`src/rtl/result_lane_serializer_if.sv`:
```
// rtl/result_lane_serializer_if.sv - stream bundle around the result lane serializer
// slave: the serializer's own view; master: the core/DMA neighbours driving it.
interface result_lane_serializer_if #(
  parameter int DATAOUT_WIDTH = 57,
  parameter int BUS_WIDTH     = 32
);
  logic [DATAOUT_WIDTH-1:0] s_axis_tdata;
  logic                     s_axis_tvalid;
  logic                     s_axis_tready;
  logic [BUS_WIDTH-1:0]     m_axis_tdata;
  logic                     m_axis_tvalid;
  logic                     m_axis_tready;
  logic                     m_axis_tlast;

  modport slave (
    input  s_axis_tdata, s_axis_tvalid, m_axis_tready,
    output s_axis_tready, m_axis_tdata, m_axis_tvalid, m_axis_tlast
  );

  modport master (
    output s_axis_tdata, s_axis_tvalid, m_axis_tready,
    input  s_axis_tready, m_axis_tdata, m_axis_tvalid, m_axis_tlast
  );
endinterface

```
`src/rtl/result_lane_serializer.sv`:
```
// rtl/result_lane_serializer.sv - splits packed core results into one lane per output beat
// Optional clamp of each lane to SAT_WIDTH unsigned: define RESULT_SAT_EN.
module result_lane_serializer #(
  parameter int KERNEL_SIZE  = 3,
  parameter int DATA_WIDTH   = 8,
  parameter int WEIGHT_WIDTH = 8,
  parameter int BUS_WIDTH    = 32,
  parameter int FRAME_WORDS  = 3,
  parameter int SAT_WIDTH    = 8
) (
  input  logic                          clk,
  input  logic                          rstn,
  result_lane_serializer_if.slave       bus,
  output logic                          frame_done
);

  localparam int SUM_WIDTH     = DATA_WIDTH + WEIGHT_WIDTH + KERNEL_SIZE;
  localparam int DATAOUT_WIDTH = SUM_WIDTH * KERNEL_SIZE;
  localparam int LANE_W        = (KERNEL_SIZE > 1) ? $clog2(KERNEL_SIZE) : 1;
  localparam int WORD_W        = (FRAME_WORDS > 1) ? $clog2(FRAME_WORDS) : 1;

  generate
    if (BUS_WIDTH < SUM_WIDTH) begin : g_bad_bus
      $error("BUS_WIDTH must be >= SUM_WIDTH");
    end
    if (FRAME_WORDS < 1) begin : g_bad_frame
      $error("FRAME_WORDS must be >= 1");
    end
    if (SAT_WIDTH < 1) begin : g_bad_sat
      $error("SAT_WIDTH must be >= 1");
    end
  endgenerate

  typedef enum logic {EMPTY = 1'b0, HOLD = 1'b1} state_t;

  state_t                   state;
  state_t                   state_next;
  logic [DATAOUT_WIDTH-1:0] hold;
  logic [LANE_W-1:0]        lane;
  logic [WORD_W-1:0]        word;
  logic                     full;
  logic                     last_lane;
  logic                     last_word;
  logic                     s_ready;
  logic                     in_fire;
  logic                     out_fire;
  logic [SUM_WIDTH-1:0]     lane_val;
  logic [SUM_WIDTH-1:0]     lane_out;

  assign full      = (state == HOLD);
  assign last_lane = (lane == LANE_W'(KERNEL_SIZE - 1));
  assign last_word = (word == WORD_W'(FRAME_WORDS - 1));
  // Draining the last lane frees the holding register in the same edge, so the
  // next word can be taken without a bubble.
  assign s_ready   = !full || (bus.m_axis_tready && last_lane);
  assign in_fire   = bus.s_axis_tvalid && s_ready;
  assign out_fire  = full && bus.m_axis_tready;

  // State register: EMPTY while nothing is held, HOLD while a word is being serialized.
  always_ff @(posedge clk or negedge rstn) begin
    if (!rstn) state <= EMPTY;
    else       state <= state_next;
  end

  // Next state: leave HOLD only when the last lane goes out and no new word arrives.
  always_comb begin
    state_next = state;
    case (state)
      EMPTY:   if (in_fire) state_next = HOLD;
      HOLD:    if (out_fire && last_lane) state_next = in_fire ? HOLD : EMPTY;
      default: state_next = EMPTY;
    endcase
  end

  // Holding register, lane/word counters and the registered end-of-frame pulse.
  always_ff @(posedge clk or negedge rstn) begin
    if (!rstn) begin
      hold       <= '0;
      lane       <= '0;
      word       <= '0;
      frame_done <= 1'b0;
    end else begin
      frame_done <= out_fire && last_lane && last_word;
      if (in_fire) hold <= bus.s_axis_tdata;
      if (out_fire) begin
        if (last_lane) begin
          lane <= '0;
          word <= last_word ? '0 : word + WORD_W'(1);
        end else begin
          lane <= lane + LANE_W'(1);
        end
      end
    end
  end

  // Lane select: lane 0 sits in the most significant field.
  always_comb begin
    lane_val = '0;
    for (int i = 0; i < KERNEL_SIZE; i++) begin
      if (lane == LANE_W'(i)) lane_val = hold[DATAOUT_WIDTH-1-i*SUM_WIDTH -: SUM_WIDTH];
    end
  end

`ifdef RESULT_SAT_EN
  localparam logic [SUM_WIDTH-1:0] SAT_MAX = SUM_WIDTH'((64'd1 << SAT_WIDTH) - 64'd1);

  // Clamp: any bit set at or above SAT_WIDTH means the value overflows the cell.
  always_comb begin
    lane_out = lane_val;
    if (|(lane_val >> SAT_WIDTH)) lane_out = SAT_MAX;
  end
`else
  // Pass the full sum through unchanged.
  always_comb begin
    lane_out = lane_val;
  end
`endif

  // Outputs: data is forced to zero while empty so idle beats carry no stale lanes.
  always_comb begin
    bus.s_axis_tready = s_ready;
    bus.m_axis_tvalid = full;
    bus.m_axis_tlast  = full && last_lane && last_word;
    bus.m_axis_tdata  = full ? BUS_WIDTH'(lane_out) : '0;
  end

endmodule

```
`src/flat_wrapper.sv`:
```
// flat-port wrapper written by rule: the top's interface ports become plain ports
module result_lane_serializer_flat 
#(
  parameter int KERNEL_SIZE  = 3,
  parameter int DATA_WIDTH   = 8,
  parameter int WEIGHT_WIDTH = 8,
  parameter int BUS_WIDTH    = 32,
  parameter int FRAME_WORDS  = 3,
  parameter int SAT_WIDTH    = 8
)
  (clk, rstn, frame_done, bus_s_axis_tdata, bus_s_axis_tvalid, bus_m_axis_tready, bus_s_axis_tready, bus_m_axis_tdata, bus_m_axis_tvalid, bus_m_axis_tlast);
  result_lane_serializer_if #(.BUS_WIDTH(BUS_WIDTH)) bus_i ();
  input  logic clk;
  input  logic rstn;
  output logic frame_done;
  input wire logic [$bits(bus_i.s_axis_tdata)-1:0] bus_s_axis_tdata;
  input wire logic [$bits(bus_i.s_axis_tvalid)-1:0] bus_s_axis_tvalid;
  input wire logic [$bits(bus_i.m_axis_tready)-1:0] bus_m_axis_tready;
  output wire logic [$bits(bus_i.s_axis_tready)-1:0] bus_s_axis_tready;
  output wire logic [$bits(bus_i.m_axis_tdata)-1:0] bus_m_axis_tdata;
  output wire logic [$bits(bus_i.m_axis_tvalid)-1:0] bus_m_axis_tvalid;
  output wire logic [$bits(bus_i.m_axis_tlast)-1:0] bus_m_axis_tlast;
  assign bus_i.s_axis_tdata = bus_s_axis_tdata;
  assign bus_i.s_axis_tvalid = bus_s_axis_tvalid;
  assign bus_i.m_axis_tready = bus_m_axis_tready;
  assign bus_s_axis_tready = bus_i.s_axis_tready;
  assign bus_m_axis_tdata = bus_i.m_axis_tdata;
  assign bus_m_axis_tvalid = bus_i.m_axis_tvalid;
  assign bus_m_axis_tlast = bus_i.m_axis_tlast;
  result_lane_serializer #(.KERNEL_SIZE(KERNEL_SIZE), .DATA_WIDTH(DATA_WIDTH), .WEIGHT_WIDTH(WEIGHT_WIDTH), .BUS_WIDTH(BUS_WIDTH), .FRAME_WORDS(FRAME_WORDS), .SAT_WIDTH(SAT_WIDTH)) u_core (.clk(clk), .rstn(rstn), .bus(bus_i), .frame_done(frame_done));
endmodule
```
`config.mk`:
```
export PLATFORM = sky130hd
export DESIGN_NAME = result_lane_serializer_flat
export DESIGN_NICKNAME = d
export VERILOG_FILES = /design/src/rtl/result_lane_serializer_if.sv /design/src/rtl/result_lane_serializer.sv /design/src/flat_wrapper.sv
export SDC_FILE = /design/constraint.sdc
export NUM_CORES = 1
export LEC_CHECK = 0
export ABC_AREA = 1
export BUFFER_PORTS_ARGS = -buffer_cell sky130_fd_sc_hd__buf_4
export CORE_ASPECT_RATIO = 2
export CORE_MARGIN = 4
export CORE_UTILIZATION = 48
export CTS_BUF_LIST = sky130_fd_sc_hd__clkbuf_4 sky130_fd_sc_hd__clkbuf_8
export DETAILED_ROUTE_END_ITERATION = 6
export GPL_TIMING_DRIVEN = 0
export PLACE_DENSITY = 0.88
export REMOVE_ABC_BUFFERS = 1
export SETUP_SLACK_MARGIN = 0.05
export SLEW_MARGIN = 30
export SYNTH_ARGS = -nofsm -noshare
export SYNTH_HDL_FRONTEND = slang
export SYNTH_SLANG_ARGS = --single-unit
```
`constraint.sdc`:
```
create_clock -name clk -period 1.12 [get_ports clk]
set_input_delay 0.168 -clock clk [delete_from_list [all_inputs] [get_ports clk]]
set_output_delay 0.168 -clock clk [all_outputs]
set_load 0.05 [all_outputs]
```
### Yosys cells after proc, flatten, opt, wreduce, memory -nomap -nowiden

Cells that the tools add are included.

* output and inout port bits: 36
* word-level logic and storage cells: 31
* bits in registers: 63
* input port bits: 61

* $add $sub $neg: 2
* equal/unequal tests: 3
* mux-type cells: 9
* bitwise logic cells: 1
* reductions and logical operators: 11

Operators by type and width (number)
* $mux 19: 4
* $logic_and 1x1->1: 7
* $add 2x1->2 const B: 2
* $eq 2x2->1 const B: 2
* $mux 2: 2
* $eq 2x1->1 const B: 1
* $logic_not 2->1: 1
* $mux 1: 2
* $pmux 1 s2: 1
* $reduce_and 2->1: 1
* $logic_not 1->1: 1
* $logic_or 1x1->1: 1
* $not 1->1: 1

### Depth between registers and ports, before layout

* depth in word-level cells: 7
* mapped depth: 8
* gate-level depth less buffers: 6

### Least setup slack after synthesis

OpenSTA, ideal clock, no wires.

* path type: reg2out
* start point: reg u_core.state, in the netlist u_core.bus.m_axis_tvalid
* end point: out bus_m_axis_tlast
* stages on the path, launching flop included: 4
* buffers on the path: 1
* data required time: 0.952 ns
* arrival: 1.775 ns
* path slack: -0.823 ns
* path through: dfrtp_1 clkbuf_1 nand3_1 nor2_1

* cells in the longest elaborated chain, start to end: 2

RTL lines
* from (decl): RTL line result_lane_serializer.sv:36 `state_t state;`
* from (signal assigned): RTL line result_lane_serializer.sv:62 `else state <= state_next;`
* $logic_and 1x1->1 (2 in a row): RTL line result_lane_serializer.sv:123 `bus.m_axis_tlast = full && last_lane && last_word;`
* to (decl): RTL line flat_wrapper.sv:22 `output wire logic [$bits(bus_i.m_axis_tlast)-1:0] bus_m_axis_tlast;`

No other way between the ends.

### Final worst setup path

* start point: reg u_core.lane[1]
* end point: out bus_m_axis_tdata[0]

* cells in the longest elaborated chain, start to end: 5
* elaborated cells between the ends (all ways): 7
* classes of those cells: eq/ne (2); mux (4); reduce/logical (1)

RTL lines
* from (decl): RTL line result_lane_serializer.sv:39 `logic [LANE_W-1:0] lane;`
* from (signal assigned): RTL line result_lane_serializer.sv:90 `lane <= lane + LANE_W'(1);`
* $logic_not 2->1: RTL line result_lane_serializer.sv:100 `if (lane == LANE_W'(i)) lane_val = hold[DATAOUT_WIDTH-1-i*SUM_WIDTH -: SUM_WIDTH];`
* $mux 19 (2 in a row): RTL line result_lane_serializer.sv:100
* $mux 19 (*): RTL line result_lane_serializer.sv:100
* $mux 19 (*): RTL line result_lane_serializer.sv:124 `bus.m_axis_tdata = full ? BUS_WIDTH'(lane_out) : '0;`
* to (decl): RTL line flat_wrapper.sv:20 `output wire logic [$bits(bus_i.m_axis_tdata)-1:0] bus_m_axis_tdata;`

Every way passes the cells marked *; elsewhere a longest branch is shown, timed or not.

==> results_dict.tcl <==
set metrics [dict create \
    cpMostUsedCell "nand2_1" \
    vias 3941 \
    slowest_stage "dfrtp_4" \
    cts_tree "done" \
    seq_power_share 0.253 \
    power_density_nw_per_um2 3290 \
    clock_latency_ns 0.36 \
    violations "hold timing, setup timing" \
    synth_area_leaders "dfrtp_1, nand3_1, nand2_1, buf_4, inv_1" \
    cp.arrival_ns 1.76 \
    drive_above_1_share 0.446 \
    overflow 0 \
    rsz0062_at_grt "yes" \
    antenna_found_initial 0 \
    avgRoutedWirePerCell_um 23.1 \
    skew_ns 0.0112 \
    grt_start_max_net_pins 64 \
    gp_congestion 0.787 \
    fin_crit_ns 1.93 \
    insertedDiodeCount 0 \
    drv.max_cap_violation_count 0 \
    slew_headroom 0.449 \
    gr-usage-all-layers 0.329 \
    vias_per_cell 6.25 \
    yosysWarnings 0 \
    grt_pass1_wl_um 19500 \
    drc 0 \
    stdcell_area_um2 5160 \
    layout_common_cells "nand2_1, nand3_1, buf_4, dfrtp_1, nand2_2" \
    cpPeakStageDelay_ns 0.56 \
    drt_iter0_markers 578 \
    routed_wl_um 14600 \
    critPathRequiredTime_ns 0.95 \
    ys_types 14 \
    yosysSeqAreaShare 0.499 \
    crit_path_max_fanout 13 \
    htreeDepth 3 \
    hold_ws_ns -0.106 \
    clock.fmax_mhz 518 \
    slew_violations 0 \
    worst_slack_ns -0.810 \
    switchingPower_uw 8510 \
    drt-pass1-iter-count 6 \
    fp.coreArea_um2 6360 \
    pwr-share-comb 0.639 \
    p_int_uw 8480 \
    fin_crit_sh 1.72 \
    numCtsBuffers 9 \
    path_delay_family "flip-flops" \
    dpl.hpwl_um 5300 \
    final_common_cell "nand2_1" \
    die_h_um 123 \
    design_power_total_uw 17000 \
    hold_viol 63 \
    io_pins 97 \
    status "finished with violations" \
    clkPwrFrac 0.108 \
    root_buffer "clkbuf_8" \
    peakVddDrop_v 0.00193 \
    synth_area_um2 3160 \
    p_sw_frac 0.501 \
    cts_sinks 63 \
    avgSynthCellArea_um2 7.55 \
    critPathKind "reg2out" \
    antenna_left 0 \
    port-buffer-count 83 \
    critical_path_buf_inv_count 3 \
    synthCells 418 \
    nNetsFinal 603 \
    die-area_um2 8020 \
    worst_pin_slew_ns 0.827 \
    path_clk_slew_ns 0.07 \
    num_rows 41 \
    fillers 366 \
    crit_chain "nor2_4, buf_12, nand2_1, nand3_1, nand2_1, inv_2, buf_8" \
    synth_top_cell_by_area "dfrtp_1" \
    setup_viol 85 \
    yosysTopAreaCellShare 0.499 \
    cts_buffer_depth 2 \
    crit_path_end_kind "output pin" \
    initial_utilization 0.496 \
    leakage_uw 0.00271 \
    grt_pass1_vias 3760 \
    min_path_type "in2async" \
    place_area_um2 3720 \
    cp-start-kind "register" \
    synth_seq_cells 63 \
    die_x_um 65.3 \
    area_delta_synth_final_pct 63.6 \
]
[registers in the layout, indices dropped and copies added, names as in the netlist]
name / cells
u_core.word: 2
u_core.hold: 57
u_core.bus.m_axis_tvalid: 1
u_core.lane: 2
u_core.frame_done: 1
[through the flow]
| stage | setup WS, ns | TNS, ns | cells | hold slack, ns | utilization |
|---|---|---|---|---|---|
| 6_report | -0.810 | -53.20 | 631 | -0.106 | 0.812 |
| 2_1_floorplan | -2.02 | -135.98 | 386 | -0.128 | - |
| 5_1_grt | -0.874 | -55.87 | 631 | -0.0553 | 0.812 |
| 3_5_place_dp | -2.23 | -150.82 | 557 | 0.293 | 0.585 |
| 3_3_place_gp | -2.85 | -200.05 | 555 | 0.279 | 0.578 |
| 4_1_cts | -0.665 | -41.26 | 617 | -0.0738 | 0.766 |
[timing repair]
action / CTS / global route
hold endpoints to repair: 63 / 63
endpoints found under the setup margin: 85 / 86
pin swaps: 6 / 3
buffers inserted: 30 / 12
cloned: 16 / 4
resized for setup: 122 / 44
[worst paths after layout]
path                                 startpoint                   to  slack [ns]  depth (start not counted)
max reg2reg                      u_core.lane[1]      u_core.hold[40]       -0.73                         10
min reg2reg                     u_core.hold[50]      u_core.hold[50]        0.49                          2
max in group asynchronous                  rstn       u_core.lane[0]        0.59                          1
min in group clk           bus_s_axis_tdata[50]      u_core.hold[50]        0.04                          3
max                              u_core.lane[1]  bus_m_axis_tdata[0]       -0.81                          7
min                                        rstn      u_core.hold[51]       -0.11                          1
[metal layers]
metal / global-route usage / vias up / share of wire
met1: 0.375 / 1809 / 0.30
met3: 0.0577 / 135 / 0.12
li1: - / 1569 / -
met2: 0.540 / 428 / 0.49
met5: 0 / - / 0
met4: 0.248 / 0 / 0.10
[cells in the mapped netlist]
library cell,instances
nand2_1,157
nand3_1,119
dfrtp_1,63
inv_1,24
buf_4,15
clkbuf_1,15
buf_2,10
nor2_1,4
o21ai_0,4
buf_6,3
buf_1,1
conb_1,1
inv_2,1
nand2_2,1
[cells by family (layout without fill, tap and decap cells)]
| logic type | after synthesis | count (layout) | synth area share |
|---|---|---|---|
| compound gates | 4 | 4 | 0.00634 |
| buf+inv | 69 | 176 | 0.111 |
| flops | 63 | 63 | 0.499 |
| simple gates | 281 | 289 | 0.382 |
| other cells | 1 | 13 | 0.00119 |
[cell type report]
type | instances | area, um^2 | share of cell area
repair buffers | 134 | 1470 | 0.285
flip-flops and latches | 63 | 1590 | 0.307
clock inverters | 1 | 5.00 | 0.000969
well taps | 86 | 108 | 0.0208
multi-input cells | 306 | 1680 | 0.326
repair inverters | 3 | 27.5 | 0.00533
clock buffers | 13 | 166 | 0.0322
inverters | 25 | 113 | 0.0218
[power groups by stage]
| stage | clock network, uW | registers [uW] | logic, uW |
|---|---|---|---|
| after floorplan | 0 | 3930 | 4430 |
| after global placement | 0 | 4080 | 5900 |
| after detailed placement | 0 | 4160 | 6390 |
| after CTS | 1780 | 4100 | 9220 |
| after global routing | 1940 | 4350 | 11200 |
| final | 1840 | 4300 | 10900 |
(Power assumes the default switching activity.)
